===== src/rtl/multi_pipe_if.sv =====
// Valid/ready handshake bundle for the pipelined twiddle multiplier.
interface multi_pipe_if #(
    parameter int unsigned A_W   = 17,
    parameter int unsigned B_W   = 8,
    parameter int unsigned OUT_W = 17
);
    logic                    in_valid;
    logic                    in_ready;
    logic signed [A_W-1:0]   in_a;
    logic signed [B_W-1:0]   in_b;
    logic                    in_round;
    logic                    out_valid;
    logic                    out_ready;
    logic        [OUT_W-1:0] out_data;
    logic                    out_sat;

    // Producer/consumer side: drives samples, accepts results
    modport master (
        output in_valid, in_a, in_b, in_round, out_ready,
        input  in_ready, out_valid, out_data, out_sat
    );

    // Multiplier side
    modport slave (
        input  in_valid, in_a, in_b, in_round, out_ready,
        output in_ready, out_valid, out_data, out_sat
    );
endinterface


===== src/rtl/multi_pipe.sv =====
// Three-stage signed fixed-point multiplier with rounding, saturation and
// whole-pipe stall on output backpressure.
module multi_pipe #(
    parameter int unsigned A_W   = 17,
    parameter int unsigned B_W   = 8,
    parameter int unsigned FRAC  = 7,
    parameter int unsigned OUT_W = 17
) (
    input  logic         clk,
    input  logic         rst,
    multi_pipe_if.slave  bus
);
    localparam int unsigned P_W = A_W + B_W;
    localparam int unsigned Q_W = P_W + 1;

    // Clip bounds expressed at the widened quotient width
    localparam logic signed [Q_W-1:0] MAX_Q = {{(Q_W-OUT_W+1){1'b0}}, {(OUT_W-1){1'b1}}};
    localparam logic signed [Q_W-1:0] MIN_Q = {{(Q_W-OUT_W+1){1'b1}}, {(OUT_W-1){1'b0}}};
    localparam logic [OUT_W-1:0] MAX_OUT = {1'b0, {(OUT_W-1){1'b1}}};
    localparam logic [OUT_W-1:0] MIN_OUT = {1'b1, {(OUT_W-1){1'b0}}};

    logic stall_c;

    logic signed [A_W-1:0]   a1_q, a1_d;
    logic signed [B_W-1:0]   b1_q, b1_d;
    logic                    r1_q, r1_d;
    logic                    v1_q, v1_d;

    logic signed [P_W-1:0]   p2_q, p2_d;
    logic                    r2_q, r2_d;
    logic                    v2_q, v2_d;

    logic        [OUT_W-1:0] data_q, data_d;
    logic                    sat_q, sat_d;
    logic                    ov_q, ov_d;

    logic signed [Q_W-1:0]   rnd_c;
    logic signed [Q_W-1:0]   sum_c;
    logic signed [Q_W-1:0]   q_c;

    // A held result freezes every stage, occupied or not
    assign stall_c       = ov_q && !bus.out_ready;
    assign bus.in_ready  = !rst && !stall_c;
    assign bus.out_valid = ov_q;
    assign bus.out_data  = data_q;
    assign bus.out_sat   = sat_q;

    // S1 next state: capture operands and round flag
    always_comb begin
        a1_d = a1_q;
        b1_d = b1_q;
        r1_d = r1_q;
        v1_d = v1_q;
        if (!stall_c) begin
            a1_d = bus.in_a;
            b1_d = bus.in_b;
            r1_d = bus.in_round;
            v1_d = bus.in_valid;
        end
    end

    // S2 next state: full-width signed product
    always_comb begin
        p2_d = p2_q;
        r2_d = r2_q;
        v2_d = v2_q;
        if (!stall_c) begin
            p2_d = P_W'(a1_q) * P_W'(b1_q);
            r2_d = r1_q;
            v2_d = v1_q;
        end
    end

    // S3 arithmetic: one extra bit keeps the rounding add from wrapping
    always_comb begin
        rnd_c = '0;
        if (r2_q) begin
            rnd_c = Q_W'(1) << (FRAC - 1);
        end
        sum_c = Q_W'(p2_q) + rnd_c;
        q_c   = sum_c >>> FRAC;
    end

    // S3 next state: clip to the output range; bubbles leave data untouched
    always_comb begin
        data_d = data_q;
        sat_d  = sat_q;
        ov_d   = ov_q;
        if (!stall_c) begin
            ov_d = v2_q;
            if (v2_q) begin
                if (q_c > MAX_Q) begin
                    data_d = MAX_OUT;
                    sat_d  = 1'b1;
                end else if (q_c < MIN_Q) begin
                    data_d = MIN_OUT;
                    sat_d  = 1'b1;
                end else begin
                    data_d = q_c[OUT_W-1:0];
                    sat_d  = 1'b0;
                end
            end
        end
    end

    // Pipeline registers, synchronously cleared
    always_ff @(posedge clk) begin
        if (rst) begin
            a1_q   <= '0;
            b1_q   <= '0;
            r1_q   <= 1'b0;
            v1_q   <= 1'b0;
            p2_q   <= '0;
            r2_q   <= 1'b0;
            v2_q   <= 1'b0;
            data_q <= '0;
            sat_q  <= 1'b0;
            ov_q   <= 1'b0;
        end else begin
            a1_q   <= a1_d;
            b1_q   <= b1_d;
            r1_q   <= r1_d;
            v1_q   <= v1_d;
            p2_q   <= p2_d;
            r2_q   <= r2_d;
            v2_q   <= v2_d;
            data_q <= data_d;
            sat_q  <= sat_d;
            ov_q   <= ov_d;
        end
    end
endmodule


===== src/flat_wrapper.sv =====
// flat-port wrapper written by rule: the top's interface ports become plain ports
module multi_pipe_flat 
#(
    parameter int unsigned A_W   = 17,
    parameter int unsigned B_W   = 8,
    parameter int unsigned FRAC  = 7,
    parameter int unsigned OUT_W = 17
)
  (clk, rst, bus_in_valid, bus_in_a, bus_in_b, bus_in_round, bus_out_ready, bus_in_ready, bus_out_valid, bus_out_data, bus_out_sat);
  multi_pipe_if #(.A_W(A_W), .B_W(B_W), .OUT_W(OUT_W)) bus_i ();
  input  logic clk;
  input  logic rst;
  input wire logic [$bits(bus_i.in_valid)-1:0] bus_in_valid;
  input wire logic [$bits(bus_i.in_a)-1:0] bus_in_a;
  input wire logic [$bits(bus_i.in_b)-1:0] bus_in_b;
  input wire logic [$bits(bus_i.in_round)-1:0] bus_in_round;
  input wire logic [$bits(bus_i.out_ready)-1:0] bus_out_ready;
  output wire logic [$bits(bus_i.in_ready)-1:0] bus_in_ready;
  output wire logic [$bits(bus_i.out_valid)-1:0] bus_out_valid;
  output wire logic [$bits(bus_i.out_data)-1:0] bus_out_data;
  output wire logic [$bits(bus_i.out_sat)-1:0] bus_out_sat;
  assign bus_i.in_valid = bus_in_valid;
  assign bus_i.in_a = bus_in_a;
  assign bus_i.in_b = bus_in_b;
  assign bus_i.in_round = bus_in_round;
  assign bus_i.out_ready = bus_out_ready;
  assign bus_in_ready = bus_i.in_ready;
  assign bus_out_valid = bus_i.out_valid;
  assign bus_out_data = bus_i.out_data;
  assign bus_out_sat = bus_i.out_sat;
  multi_pipe #(.A_W(A_W), .B_W(B_W), .FRAC(FRAC), .OUT_W(OUT_W)) u_core (.clk(clk), .rst(rst), .bus(bus_i));
endmodule

===== config.mk =====
export PLATFORM = sky130hd
export DESIGN_NAME = multi_pipe_flat
export DESIGN_NICKNAME = d
export VERILOG_FILES = /design/src/rtl/multi_pipe_if.sv /design/src/rtl/multi_pipe.sv /design/src/flat_wrapper.sv
export SDC_FILE = /design/constraint.sdc
export NUM_CORES = 1
export LEC_CHECK = 0
export ABC_CLOCK_PERIOD_IN_PS = 15200
export BUFFER_PORTS_ARGS = -buffer_cell sky130_fd_sc_hd__buf_2
export CAP_MARGIN = 25
export CORE_AREA = 4 4 128 130
export DETAILED_ROUTE_END_ITERATION = 10
export DIE_AREA = 0 0 132 134
export PLACE_DENSITY = 0.67
export SETUP_SLACK_MARGIN = 0.4
export SYNTH_ARGS = -nofsm -noshare
export SYNTH_HDL_FRONTEND = slang
export SYNTH_SLANG_ARGS = --single-unit

===== constraint.sdc =====
create_clock -name clk -period 15.2 [get_ports clk]
set_input_delay 0.76 -clock clk [delete_from_list [all_inputs] [get_ports clk]]
set_output_delay 0.76 -clock clk [all_outputs]
set_load 0.03 [all_outputs]

Yosys cells after proc, flatten, opt, wreduce, memory -nomap -nowiden --
Index checks and enable logic that the tools add are counted.
Storage, ports and cells: flip-flop bits (word level) 73, word-level logic and storage cells 26, input port bits 30, output and inout bits 20
Cells by class: mux-type cells 5, add/subtract/negate cells 1, reductions and logical operators 6, magnitude comparators 2, multiply operators 1, bitwise logic cells 1
Operator list (number):
- two-way mux 17 bit | 2
- adder 25 x 8 -> 26 bit | 1
- multiplier 17 x 8 -> 25 bit | 1
- greater-than comparator 19 x 17 -> 1 bit, second input constant | 1
- < comparator 19 x 17 -> 1 bit, second input constant | 1
- two-way mux 7 bit | 1
- zero test 1 bit | 3
- logical AND 1 bit | 2
- two-way mux 1 bit | 2
- AND reduction 2 bit | 1
- NOT 1 bit | 1

Depth between registers and ports, before layout --
word-level depth 5, gate-level depth with buffers 19

Least setup slack after synthesis --
No wires, ideal clock.
path kind flip-flop to flip-flop, start point register u_core.b1_q[7], end point register u_core.p2_q[24], buffers on the path 1, setup slack 10.396 ns, setup time 0.117 ns, clock period less this slack 4.804 ns, arrival 4.687 ns, stages on the path, launching flop included 17, cells stage by stage dfxtp_1 > clkinv_1 > buf_1 > nor2_1 > fa_1 > fa_1 > fa_1 > inv_1 > fa_1 > inv_1 > ha_1 > or4_4 > nor3_4 > o211ai_2 > nand4_1 > nand3_1 > a32o_1
On the way: longest elaborated chain between the ends 1
RTL lines:
- start: declaration | RTL line multi_pipe.sv:25 | logic signed [B_W-1:0] b1_q, b1_d;
- start signal: assignment | RTL line multi_pipe.sv:110 | b1_q <= '0;
- start signal: assignment | RTL line multi_pipe.sv:121 | b1_q <= b1_d;
- multiplier 17 x 8 -> 25 bit | RTL line multi_pipe.sv:68 | p2_d = P_W'(a1_q) * P_W'(b1_q);
- end signal: assignment | RTL line multi_pipe.sv:124 | p2_q <= p2_d;
- end: declaration | RTL line multi_pipe.sv:29 | logic signed [P_W-1:0] p2_q, p2_d;
Every way passes these cells. A chain may end at the register's enable or synchronous reset.

Worst setup path in the final report --
start point register u_core.b1_q[6], end point register u_core.p2_q[18]
Same word-level chain as after synthesis.

==> results.json <==
{
  "final_cell_mix": "inv_1 (152), nand2_1 (114), fa_1 (107)",
  "grt_first_pass_wirelength_um": 28600,
  "portBuffers": 49,
  "period_share_pct": 35.0,
  "crit_required_ns": 15.43,
  "timing.critical_path.from_type": "register",
  "rrSetupSlack_ns": 9.88,
  "initial_standard_cell_utilization_of_the_core_pct": 49.3,
  "outcome": "finished, final reports clean",
  "cts_clock_pin_slew_for_the_worst_setup_and_hold_paths_ns": 0.06,
  "synthToLayoutAreaGrowth_pct": 8.36,
  "cts-hold-fix-buffers": 0,
  "drcViolationCount": 0,
  "cts_tree": "built",
  "dieArea_sq_um": 17700,
  "setup_viol_count_final": 0,
  "switching_power_uw": 251,
  "antenna_found_initial": 0,
  "numCtsBuffers": 9,
  "finalCriticalPeriod_ns": 5.32,
  "irDropWorstVdd_mv": 0.0637,
  "worst-slew-pin-transition_ns": 0.974,
  "grt_setup_unrepaired": "false",
  "wl_per_cell_um": 14.9,
  "grt_use_total_pct": 19.9,
  "placementRows": 45,
  "post-dp-hpwl_um": 12400,
  "dr_total_vias": 5780,
  "sequentialPowerShare_pct": 34.7,
  "max-cap-violations": 0,
  "endpoint": "u_core.p2_q[18]$_SDFFE_PP0N_",
  "synth_seq_cells": 67,
  "hold_class": "register to register",
  "coreArea_sq_um": 15100,
  "timing.clock.skew_ns": 0.00611,
  "clock_path_buffers": 2,
  "power_density_nw_per_um2": 81.6,
  "ctsResizeCount": 0,
  "most_common_library_cell_in_the_layout_ignoring_fill_and_taps": "inv_1",
  "synth-warning-count": 0,
  "dr.max_layer_used": "met4",
  "final-instance-count-excl-fill": 1088,
  "wl_met2_um": 8410,
  "length_of_routed_wiring_on_met1_um": 7140,
  "drt_via_density": 5.31,
  "nNetsFinal": 1080,
  "insertion_delay_ns": 0.34,
  "final_layout_size_suffix_gt1_share_pct": 9.11,
  "arrival_ns": 5.55,
  "drt_first_pass_iters": 5,
  "final_antenna_net_count": 0,
  "total_leakage_power_nw": 3.98,
  "final-max-slew-violation-count": 0,
  "total_power_uw": 661,
  "synthesis.area_sq_um": 7470,
  "synth.avg_cell_area_sq_um": 8.63,
  "synth_cell_types": 58,
  "maxSlewHeadroom_pct": 35.1,
  "fmax_mhz": 188,
  "p_comb_share_pct": 36.7,
  "rr_endpoint": "u_core.p2_q[18]$_SDFFE_PP0N_",
  "place.detailed.instances": 1073,
  "htree_num_levels": 3,
  "end_kind": "register",
  "ioPinCount": 50,
  "clock_sinks": 67,
  "first_global_vias": 6025,
  "timing.critical_path.from": "u_core.b1_q[6]$_SDFFE_PP0N_",
  "power.internal_uw": 409,
  "antenna_cells_inserted": 0,
  "met3_wirelength_um": 372,
  "clock_power_share_pct": 28.6,
  "timing.setup.critical_path_class": "register to register",
  "clockRootBuffer": "clkbuf_16",
  "power.switching_fraction_pct": 38.0,
  "post-cts-setup-buffers": 0,
  "timing_hold_violations_final": 0,
  "share_of_synthesized_area_occupied_by_flip_flops_and_latches_pct": 18.0,
  "die_h_um": 134,
  "nFillCells": 1429,
  "route.final.wire_length_um": 16300,
  "setup_tns_ns": 0,
  "reg2reg_from": "u_core.b1_q[6]$_SDFFE_PP0N_",
  "initialDrtViolationCount": 239,
  "globalplace.congestion": 0.849,
  "chipWidth_um": 132,
  "syn_inst_count": 866,
  "overflow": 0,
  "grt_max_degree": 57,
  "crit_fanout": 18,
  "timing.reg2reg.worst_path_depth": 16,
  "post_synthesis_net_count": 1049
}
flip-flops by register name, summed over array words and instances, names as in the netlist:
signal / cells
u_core.v2_q: 1
u_core.bus.out_data: 17
u_core.r1_q: 1
u_core.bus.out_sat: 1
u_core.p2_q: 19
u_core.b1_q: 8
u_core.r2_q: 1
u_core.a1_q: 17
u_core.bus.out_valid: 1
u_core.v1_q: 1
synth_stat cells (all sizes together):
cell / count / area (sq um)
or4: 4 / 33.8
nor3: 8 / 56.3
o21ai: 14 / 70.1
and3: 4 / 25.0
and2: 97 / 607
nand2b: 2 / 12.5
nor4: 1 / 21.3
a21o: 10 / 75.1
a31oi: 7 / 43.8
o22ai: 1 / 12.5
or3: 4 / 25.0
nor4b: 3 / 26.3
inv: 152 / 571
xnor2: 19 / 166
nor2: 30 / 113
a41o: 1 / 10.0
nand2: 114 / 428
a22oi: 1 / 7.51
o41ai: 1 / 8.76
o21bai: 2 / 15.0
buf: 8 / 57.6
a32o: 2 / 20.0
nor2b: 5 / 31.3
ha: 46 / 576
nand3b: 2 / 15.0
a221o: 15 / 156
a211oi: 2 / 15.0
or2b: 1 / 7.51
a41oi: 1 / 8.76
nand4b: 1 / 8.76
nor3b: 2 / 15.0
fa: 107 / 2140
a21oi: 54 / 278
dfxtp: 67 / 1340
xor2: 10 / 87.6
a311oi: 1 / 8.76
nand3: 22 / 115
and4: 6 / 52.6
o31ai: 2 / 28.8
a311o: 1 / 10.0
a211o: 1 / 8.76
nand4: 7 / 43.8
o211ai: 2 / 20.0
clkbuf: 24 / 90.1
clkinv: 2 / 7.51
per-stage QoR:
step	area [sq um]	util, %	setup WS [ns]	hold slack (ns)
floorplan	7470	-	10.40	0.427
global placement	7830	51.7	10.0	0.438
detailed placement	7830	51.7	9.94	0.444
CTS	8090	53.4	9.91	0.454
global route	8100	53.5	9.54	0.471
finish	8100	53.5	9.88	0.453
metal layers:
layer	GRT usage, %	up-vias
met5	0	-
li1	-	2810
met4	6.59	0
met3	3.15	18
met2	35.9	73
met1	24.3	2879
power by group through the flow:
stage / clock (mW) / combinational, mW / sequential (mW)
2_1_floorplan: 0 / 0.193 / 0.226
3_3_place_gp: 0 / 0.243 / 0.232
3_5_place_dp: 0 / 0.246 / 0.232
4_1_cts: 0.194 / 0.247 / 0.229
5_1_grt: 0.202 / 0.283 / 0.234
6_report: 0.189 / 0.243 / 0.229
final cells by class:
| cell class | instances | area, sq um | share of cell area, % |
|---|---|---|---|
| Multi-Input combinational cell | 613 | 5420 | 66.9 |
| Timing Repair Buffer | 52 | 268 | 3.31 |
| Clock buffer | 10 | 229 | 2.83 |
| Sequential cell | 67 | 1340 | 16.6 |
| Inverter | 154 | 578 | 7.14 |
| Tap cell | 188 | 235 | 2.91 |
| Clock inverter | 4 | 30.0 | 0.371 |
critical path, cell delays in order (launching register included):
cell	delay, ns
dfxtp_1	0.72
nand2_1	0.18
fa_1	0.53
fa_1	0.55
inv_1	0.05
fa_1	0.52
inv_1	0.05
fa_1	0.52
inv_1	0.05
ha_1	0.34
and2_1	0.20
a221o_1	0.38
nor3_4	0.39
o31ai_4	0.13
a41oi_1	0.34
or4_1	0.16
nand3_1	0.07
how the worst min path moves through the flow:
stage               slack (ns)                     endpoint  cells past startpoint                   startpoint
detailed placement        0.44  u_core.p2_q[6]$_SDFFE_PP0N_                      2  u_core.p2_q[6]$_SDFFE_PP0N_
floorplan                 0.43     u_core.r2_q$_SDFFE_PP0N_                      2     u_core.r2_q$_SDFFE_PP0N_
global placement          0.44  u_core.p2_q[6]$_SDFFE_PP0N_                      2  u_core.p2_q[6]$_SDFFE_PP0N_
CTS                       0.45  u_core.p2_q[6]$_SDFFE_PP0N_                      2  u_core.p2_q[6]$_SDFFE_PP0N_
finish                    0.45  u_core.p2_q[6]$_SDFFE_PP0N_                      2  u_core.p2_q[6]$_SDFFE_PP0N_
global route              0.47  u_core.p2_q[6]$_SDFFE_PP0N_                      2  u_core.p2_q[6]$_SDFFE_PP0N_
kinds of logic (layout without fill, tap and decap cells):
group	count (synthesis)	after routing	synth area share, %
compound gates	118	118	10.7
flops	67	67	18.0
xor+xnor	29	29	3.40
simple gates	313	313	21.9
buf+inv	186	220	9.71
fa+ha+maj	153	153	36.4
No activity file was read; power rests on OpenSTA's default activity.
